`src/rtl/axi_lite_pkg.sv`:
```
// Shared types for the AXI-Lite subsystem: response codes, bridge FSM states
// and a small helper for index-field widths.
package axi_lite_pkg;

  typedef enum logic [1:0] {
    OKAY   = 2'b00,
    SLVERR = 2'b10,
    DECERR = 2'b11
  } resp_t;

  typedef enum logic [2:0] {
    IDLE   = 3'd0,
    SETUP  = 3'd1,
    ACCESS = 3'd2,
    RESP_W = 3'd3,
    RESP_R = 3'd4
  } bridge_state_t;

  // Width of a field that indexes n items; never collapses to zero bits.
  function automatic int idx_width(input int n);
    return (n > 1) ? $clog2(n) : 1;
  endfunction

endpackage

```
`src/rtl/apb_addr_decoder.sv`:
```
// Combinational APB address decoder: maps an address onto a one-hot
// peripheral select and flags addresses that fall outside every window.
module apb_addr_decoder
  import axi_lite_pkg::*;
#(
  parameter int ADDR_WIDTH = 32,
  parameter int NUM_SLAVES = 4,
  parameter int WIN_BITS   = 12
) (
  input  logic [ADDR_WIDTH-1:0] addr_i,
  output logic [NUM_SLAVES-1:0] sel_o,
  output logic                  hit_o
);

  localparam int IDX_W  = idx_width(NUM_SLAVES);
  localparam int HI_LSB = WIN_BITS + IDX_W;

  logic [IDX_W-1:0] idx;
  logic             upper_zero;

  assign idx = addr_i[WIN_BITS +: IDX_W];

  // Any set bit above the index field, or an index past the last slave, misses.
  always_comb begin
    upper_zero = 1'b1;
    for (int b = HI_LSB; b < ADDR_WIDTH; b++) begin
      if (addr_i[b]) upper_zero = 1'b0;
    end
    hit_o = upper_zero && (32'(idx) < 32'(NUM_SLAVES));
    sel_o = '0;
    if (hit_o) sel_o[idx] = 1'b1;
  end

endmodule

```
`src/rtl/axi_lite_apb_bridge.sv`:
```
// AXI4-Lite slave to APB4 master bridge. Each accepted AXI read or write
// becomes exactly one APB transfer (or an immediate DECERR when the address
// misses every peripheral window). Reads and writes share one FSM; a
// round-robin arbiter picks between them when both are pending.
module axi_lite_apb_bridge
  import axi_lite_pkg::*;
#(
  parameter int ADDR_WIDTH = 32,
  parameter int DATA_WIDTH = 32,
  parameter int NUM_SLAVES = 4,
  parameter int WIN_BITS   = 12,
  parameter int TIMEOUT    = 16
) (
  input  logic                             aclk,
  input  logic                             areset_n,
  // AXI4-Lite write address / data / response
  input  logic                             s_awvalid,
  output logic                             s_awready,
  input  logic [ADDR_WIDTH-1:0]            s_awaddr,
  input  logic                             s_wvalid,
  output logic                             s_wready,
  input  logic [DATA_WIDTH-1:0]            s_wdata,
  input  logic [DATA_WIDTH/8-1:0]          s_wstrb,
  output logic                             s_bvalid,
  input  logic                             s_bready,
  output logic [1:0]                       s_bresp,
  // AXI4-Lite read address / data
  input  logic                             s_arvalid,
  output logic                             s_arready,
  input  logic [ADDR_WIDTH-1:0]            s_araddr,
  output logic                             s_rvalid,
  input  logic                             s_rready,
  output logic [DATA_WIDTH-1:0]            s_rdata,
  output logic [1:0]                       s_rresp,
  // APB4 master
  output logic [ADDR_WIDTH-1:0]            m_paddr,
  output logic [NUM_SLAVES-1:0]            m_psel,
  output logic                             m_penable,
  output logic                             m_pwrite,
  output logic [DATA_WIDTH-1:0]            m_pwdata,
  output logic [DATA_WIDTH/8-1:0]          m_pstrb,
  input  logic [NUM_SLAVES*DATA_WIDTH-1:0] m_prdata,
  input  logic [NUM_SLAVES-1:0]            m_pready,
  input  logic [NUM_SLAVES-1:0]            m_pslverr
);

  localparam int STRB_W = DATA_WIDTH / 8;
  localparam int CNT_W  = (TIMEOUT > 0) ? $clog2(TIMEOUT + 1) : 1;

  bridge_state_t           state_q,   state_d;
  logic [ADDR_WIDTH-1:0]   paddr_q,   paddr_d;
  logic                    pwrite_q,  pwrite_d;
  logic [DATA_WIDTH-1:0]   pwdata_q,  pwdata_d;
  logic [STRB_W-1:0]       pstrb_q,   pstrb_d;
  logic [NUM_SLAVES-1:0]   sel_q,     sel_d;
  resp_t                   resp_q,    resp_d;
  logic [DATA_WIDTH-1:0]   rdata_q,   rdata_d;
  logic                    last_wr_q, last_wr_d;
  logic [CNT_W-1:0]        tcnt_q,    tcnt_d;

  logic                    wr_pend;
  logic                    rd_pend;
  logic                    grant_wr;
  logic                    grant_rd;
  logic [ADDR_WIDTH-1:0]   req_addr;
  logic [NUM_SLAVES-1:0]   dec_sel;
  logic                    dec_hit;
  logic                    sel_ready;
  logic                    sel_err;
  logic [DATA_WIDTH-1:0]   sel_rdata;
  logic                    timeout_hit;

  // Round-robin arbiter: on contention the type not served last wins;
  // last_wr_q resets low so a write wins the first contention.
  always_comb begin
    wr_pend  = s_awvalid && s_wvalid;
    rd_pend  = s_arvalid;
    grant_wr = (state_q == IDLE) && wr_pend && (!rd_pend || !last_wr_q);
    grant_rd = (state_q == IDLE) && rd_pend && !grant_wr;
    req_addr = grant_wr ? s_awaddr : s_araddr;
  end

  assign s_awready = grant_wr;
  assign s_wready  = grant_wr;
  assign s_arready = grant_rd;

  apb_addr_decoder #(
    .ADDR_WIDTH (ADDR_WIDTH),
    .NUM_SLAVES (NUM_SLAVES),
    .WIN_BITS   (WIN_BITS)
  ) u_dec (
    .addr_i (req_addr),
    .sel_o  (dec_sel),
    .hit_o  (dec_hit)
  );

  // Pick ready, error and read data of the peripheral currently addressed.
  always_comb begin
    sel_ready = 1'b0;
    sel_err   = 1'b0;
    sel_rdata = '0;
    for (int i = 0; i < NUM_SLAVES; i++) begin
      if (sel_q[i]) begin
        sel_ready = sel_ready | m_pready[i];
        sel_err   = sel_err   | m_pslverr[i];
        sel_rdata = sel_rdata | m_prdata[i*DATA_WIDTH +: DATA_WIDTH];
      end
    end
  end

  // The abort fires on the TIMEOUT-th ACCESS cycle; TIMEOUT of 0 never aborts.
  assign timeout_hit = (TIMEOUT != 0) && (tcnt_q == CNT_W'(TIMEOUT - 1));

  // Next-state logic: request capture, APB sequencing and response latching.
  always_comb begin
    state_d   = state_q;
    paddr_d   = paddr_q;
    pwrite_d  = pwrite_q;
    pwdata_d  = pwdata_q;
    pstrb_d   = pstrb_q;
    sel_d     = sel_q;
    resp_d    = resp_q;
    rdata_d   = rdata_q;
    last_wr_d = last_wr_q;
    tcnt_d    = tcnt_q;
    case (state_q)
      IDLE: begin
        if (grant_wr || grant_rd) begin
          last_wr_d = grant_wr;
          if (dec_hit) begin
            state_d  = SETUP;
            paddr_d  = req_addr;
            pwrite_d = grant_wr;
            pwdata_d = s_wdata;
            pstrb_d  = grant_wr ? s_wstrb : '0;
            sel_d    = dec_sel;
          end else begin
            state_d = grant_wr ? RESP_W : RESP_R;
            resp_d  = DECERR;
            rdata_d = '0;
          end
        end
      end
      SETUP: begin
        state_d = ACCESS;
        tcnt_d  = '0;
      end
      ACCESS: begin
        if (sel_ready) begin
          resp_d  = sel_err ? SLVERR : OKAY;
          if (!pwrite_q) rdata_d = sel_rdata;
          state_d = pwrite_q ? RESP_W : RESP_R;
        end else if (timeout_hit) begin
          resp_d  = SLVERR;
          rdata_d = '0;
          state_d = pwrite_q ? RESP_W : RESP_R;
        end else begin
          tcnt_d = tcnt_q + CNT_W'(1);
        end
      end
      RESP_W: begin
        if (s_bready) state_d = IDLE;
      end
      RESP_R: begin
        if (s_rready) state_d = IDLE;
      end
      default: state_d = IDLE;
    endcase
  end

  // State and datapath registers; reset clears everything and aborts any transfer.
  always_ff @(posedge aclk or negedge areset_n) begin
    if (!areset_n) begin
      state_q   <= IDLE;
      paddr_q   <= '0;
      pwrite_q  <= 1'b0;
      pwdata_q  <= '0;
      pstrb_q   <= '0;
      sel_q     <= '0;
      resp_q    <= OKAY;
      rdata_q   <= '0;
      last_wr_q <= 1'b0;
      tcnt_q    <= '0;
    end else begin
      state_q   <= state_d;
      paddr_q   <= paddr_d;
      pwrite_q  <= pwrite_d;
      pwdata_q  <= pwdata_d;
      pstrb_q   <= pstrb_d;
      sel_q     <= sel_d;
      resp_q    <= resp_d;
      rdata_q   <= rdata_d;
      last_wr_q <= last_wr_d;
      tcnt_q    <= tcnt_d;
    end
  end

  // APB and AXI response outputs decode directly from the state register so
  // an asynchronous reset removes psel/penable and any pending response at once.
  always_comb begin
    m_psel    = ((state_q == SETUP) || (state_q == ACCESS)) ? sel_q : '0;
    m_penable = (state_q == ACCESS);
    m_paddr   = paddr_q;
    m_pwrite  = pwrite_q;
    m_pwdata  = pwdata_q;
    m_pstrb   = pstrb_q;
    s_bvalid  = (state_q == RESP_W);
    s_rvalid  = (state_q == RESP_R);
    s_bresp   = resp_q;
    s_rresp   = resp_q;
    s_rdata   = rdata_q;
  end

endmodule

```
`config.mk`:
```
export PLATFORM = sky130hd
export DESIGN_NAME = axi_lite_apb_bridge
export DESIGN_NICKNAME = d
export VERILOG_FILES = /design/src/rtl/axi_lite_pkg.sv /design/src/rtl/apb_addr_decoder.sv /design/src/rtl/axi_lite_apb_bridge.sv
export SDC_FILE = /design/constraint.sdc
export NUM_CORES = 1
export LEC_CHECK = 0
export ABC_AREA = 1
export BUFFER_PORTS_ARGS = -buffer_cell sky130_fd_sc_hd__buf_2
export CORE_AREA = 2 2 139 141
export CTS_CLUSTER_DIAMETER = 100
export DETAILED_ROUTE_END_ITERATION = 8
export DIE_AREA = 0 0 141 143
export GPL_TIMING_DRIVEN = 1
export PLACE_DENSITY = 0.67
export SYNTH_ARGS = -nofsm -noshare
export SYNTH_HDL_FRONTEND = slang
export SYNTH_SLANG_ARGS = --single-unit
```
`constraint.sdc`:
```
create_clock -name aclk -period 6.3 [get_ports aclk]
set_input_delay 0.945 -clock aclk [delete_from_list [all_inputs] [get_ports aclk]]
set_output_delay 0.945 -clock aclk [all_outputs]
set_load 0.01 [all_outputs]
```
==> impl_metrics.json <==
{
  "clock_power_share_pct": 41.7,
  "synth.area.mux_share_pct": 0,
  "grt_pass1_vias": 6249,
  "clk_latency_ps": 420,
  "pwr-share-seq_pct": 35.9,
  "vias": 6440,
  "drt_pre_antenna_iters": 5,
  "yosys.area_share.adder_pct": 0.416,
  "avgSynthCellArea_sq_um": 7.70,
  "synth_top_area_share_pct": 48.3,
  "critPathLaunchType": "primary input",
  "cts_tree": "done",
  "row_count": 50,
  "clock-sinks": 116,
  "whs_ps": 458,
  "dp_hpwl_um": 15400,
  "postRouteAntennaNets": 0,
  "synth_most_common_cell": "nand2_1",
  "total_power_mw": 2.20,
  "syn_inst": 780,
  "clockRootBuffer": "clkbuf_16",
  "yosys-top-cells-area": "dfrtp_1 (48%), nand2_1 (22%), a22o_1 (4.8%)",
  "yosysWarnings": 0,
  "outcome": "finished, final reports clean",
  "gp_congestion": 0.814,
  "layout_min_cycle_time_ps": 3720,
  "postCtsSetupBuffers": 0,
  "synth_top_cells_by_count": "nand2_1 (357), dfrtp_1 (116), nor2_1 (58)",
  "cts_hold_buf": 0,
  "seq_area_frac_synth_pct": 48.3,
  "post-route-period-util_pct": 59.0,
  "fillers": 1891,
  "area_growth_pct": 40.8,
  "yosys.area_share.simple_pct": 32.4,
  "finalHoldViolations": 0,
  "setup_viol": 0,
  "core_sq_um": 18600,
  "synth_seq_cells": 116,
  "clkTransAtPathRegs_ps": 50,
  "grtUsageTotal_pct": 20.8,
  "syn_nets": 1025,
  "numCtsBuffers": 17,
  "cp.required_ps": 6640,
  "final_util_pct": 45.6,
  "fmax_mhz": 269,
  "end_kind": "flip-flop",
  "grt_pass1_wl_um": 32300,
  "post-synth-top-area-cell": "dfrtp_1",
  "skew_ps": 8.00,
  "worstMarginPinSlew_ps": 1180,
  "switching_share_pct": 32.8,
  "rsz0062_at_grt": "false",
  "max_cap_violations": 0,
  "vias_per_cell": 4.73,
  "p_per_area_nw_per_um2": 260,
  "synth_top_family_by_area": "simple AND/OR/NAND/NOR gates",
  "synth_xor_area_share_pct": 0,
  "p_int_mw": 1.48,
  "cp.arrival_ps": 4060,
  "setup_tns_ps": 0,
  "nets": 1358,
  "drtIter0Drc": 274,
  "layout-drive-gt1-share_pct": 36.9,
  "ir_drop_uv": 173,
  "initial_core_util_pct": 32.3,
  "dieHeight_um": 143,
  "ys_types": 26,
  "slew_viol_final": 0,
  "ctsResizeCount": 0,
  "syn_area_sq_um": 6010,
  "die_w_um": 141,
  "grt_overflow": 0,
  "port-buffer-count": 357,
  "grt_antenna_before_repair": 3,
  "critPathKind": "primary input to flip-flop",
  "wl_per_cell_um": 15.5,
  "async_flop_share_pct": 100,
  "drc_errors": 0,
  "ios": 358,
  "synth_compound_area_share_pct": 11.5,
  "wl_um": 21100,
  "die-area_sq_um": 20200,
  "synth-edff-count": 0,
  "power_frac_comb_pct": 22.4,
  "power.switching_mw": 0.724,
  "grt_max_degree": 81,
  "h-tree-depth": 4,
  "path_max_fanout": 35,
  "clockBufferDepth": 2,
  "ys.flop_type": "dfrtp_1",
  "hold_path.class": "flip-flop to flip-flop",
  "p_leak_nw": 5.09,
  "slew_headroom_pct": 21.4
}
[layout make-up]
cell class | count | area [sq um] | share of cell area (%)
diodes | 1 | 2.50 | 0.0296
inverters | 48 | 180 | 2.13
multi-input cells | 564 | 2670 | 31.5
clock buffers | 19 | 453 | 5.35
clock inverters | 13 | 109 | 1.29
flip-flops and latches | 116 | 2900 | 34.3
repair buffers | 366 | 1860 | 21.9
well taps | 234 | 293 | 3.46
[cells in the final DEF (no fill, tap or decap)]
cell and instances:
inv_1 45, a221oi_1 32, nor2_1 58, nor3_1 3, nand4_1 35, dfrtp_1 116, nor2_4 1, or2_2 2
a22o_1 33, nand4_4 1, ha_1 2, a21oi_4 1, a21oi_1 4, nand2_2 2, clkbuf_8 2, nor2_2 4
clkbuf_16 17, buf_4 10, clkinvlp_4 6, inv_6 1, inv_2 3, nand2_1 357, nand3_1 8, a211oi_1 1
diode_2 1, nand3_2 3, clkinv_2 5, buf_2 356, o21ai_0 17, bufinv_16 1
[stage by stage]
stage	setup WS, ps	area [sq um]	instances
3_3_place_gp	2290	7900	1328
6_report	2580	8460	1361
3_5_place_dp	2160	7900	1328
5_1_grt	2190	8460	1361
2_1_floorplan	3180	6010	780
4_1_cts	2590	8460	1360
[worst paths after layout]
path | startpoint | cells past startpoint | slack [ps] | endpoint
hold / removal | m_paddr[22]$_DFFE_PN0P_ | 2 | 460 | m_paddr[22]$_DFFE_PN0P_
min in group asynchronous | areset_n | 1 | 590 | s_rdata[11]$_DFFE_PN0P_
setup / recovery | s_arvalid | 14 | 2580 | s_rdata[31]$_DFFE_PN0P_
setup reg to reg | state_q[1]$_DFFE_PN0P_ | 13 | 2790 | s_rdata[31]$_DFFE_PN0P_
max in group asynchronous | areset_n | 2 | 4460 | m_pwdata[19]$_DFFE_PN0P_
hold reg to reg | m_paddr[22]$_DFFE_PN0P_ | 2 | 460 | m_paddr[22]$_DFFE_PN0P_
[layer usage]
| layer | global-route usage (%) | share of wire (%) | up-vias |
|---|---|---|---|
| met5 | 0 | 0.099 | - |
| met4 | 8.63 | 3.0 | 4 |
| met3 | 7.11 | 8.2 | 39 |
| met2 | 35.9 | 49 | 271 |
| met1 | 23.6 | 39 | 2924 |
| li1 | - | - | 3202 |
[state kept, by name, summed over array words and instances, names as in the netlist]
signal / cells
m_paddr: 32
s_bresp: 2
last_wr_q: 1
m_pwrite: 1
s_rdata: 32
sel_q: 4
m_pwdata: 32
tcnt_q: 5
m_pstrb: 4
state_q: 3
[critical path, cell delays in order]
cell	delay, ps
buf_2	110
nand2_1	80
inv_1	50
nor2_2	190
nand2_2	390
nand2_1	180
nand2_1	60
nor2_1	110
nand2_1	70
nor2_2	240
nand3_2	630
nand3_2	780
nand2_1	110
nand2_1	90
[power by group through the flow]
stage	clock network (mW)	logic (mW)	registers, mW
final	0.919	0.495	0.790
after global routing	0.984	0.553	0.793
after CTS	0.940	0.498	0.789
after detailed placement	0	0.497	0.802
after global placement	0	0.489	0.802
after floorplan	0	0.332	0.799
[kinds of logic after synthesis]
group / Yosys count
AO/OA/AOI/OAI: 88
AND/OR/NAND/NOR: 474
buffers and inverters: 100
adder cells (fa/ha/maj): 2
flip-flops: 116
(Power assumes the default switching activity.)
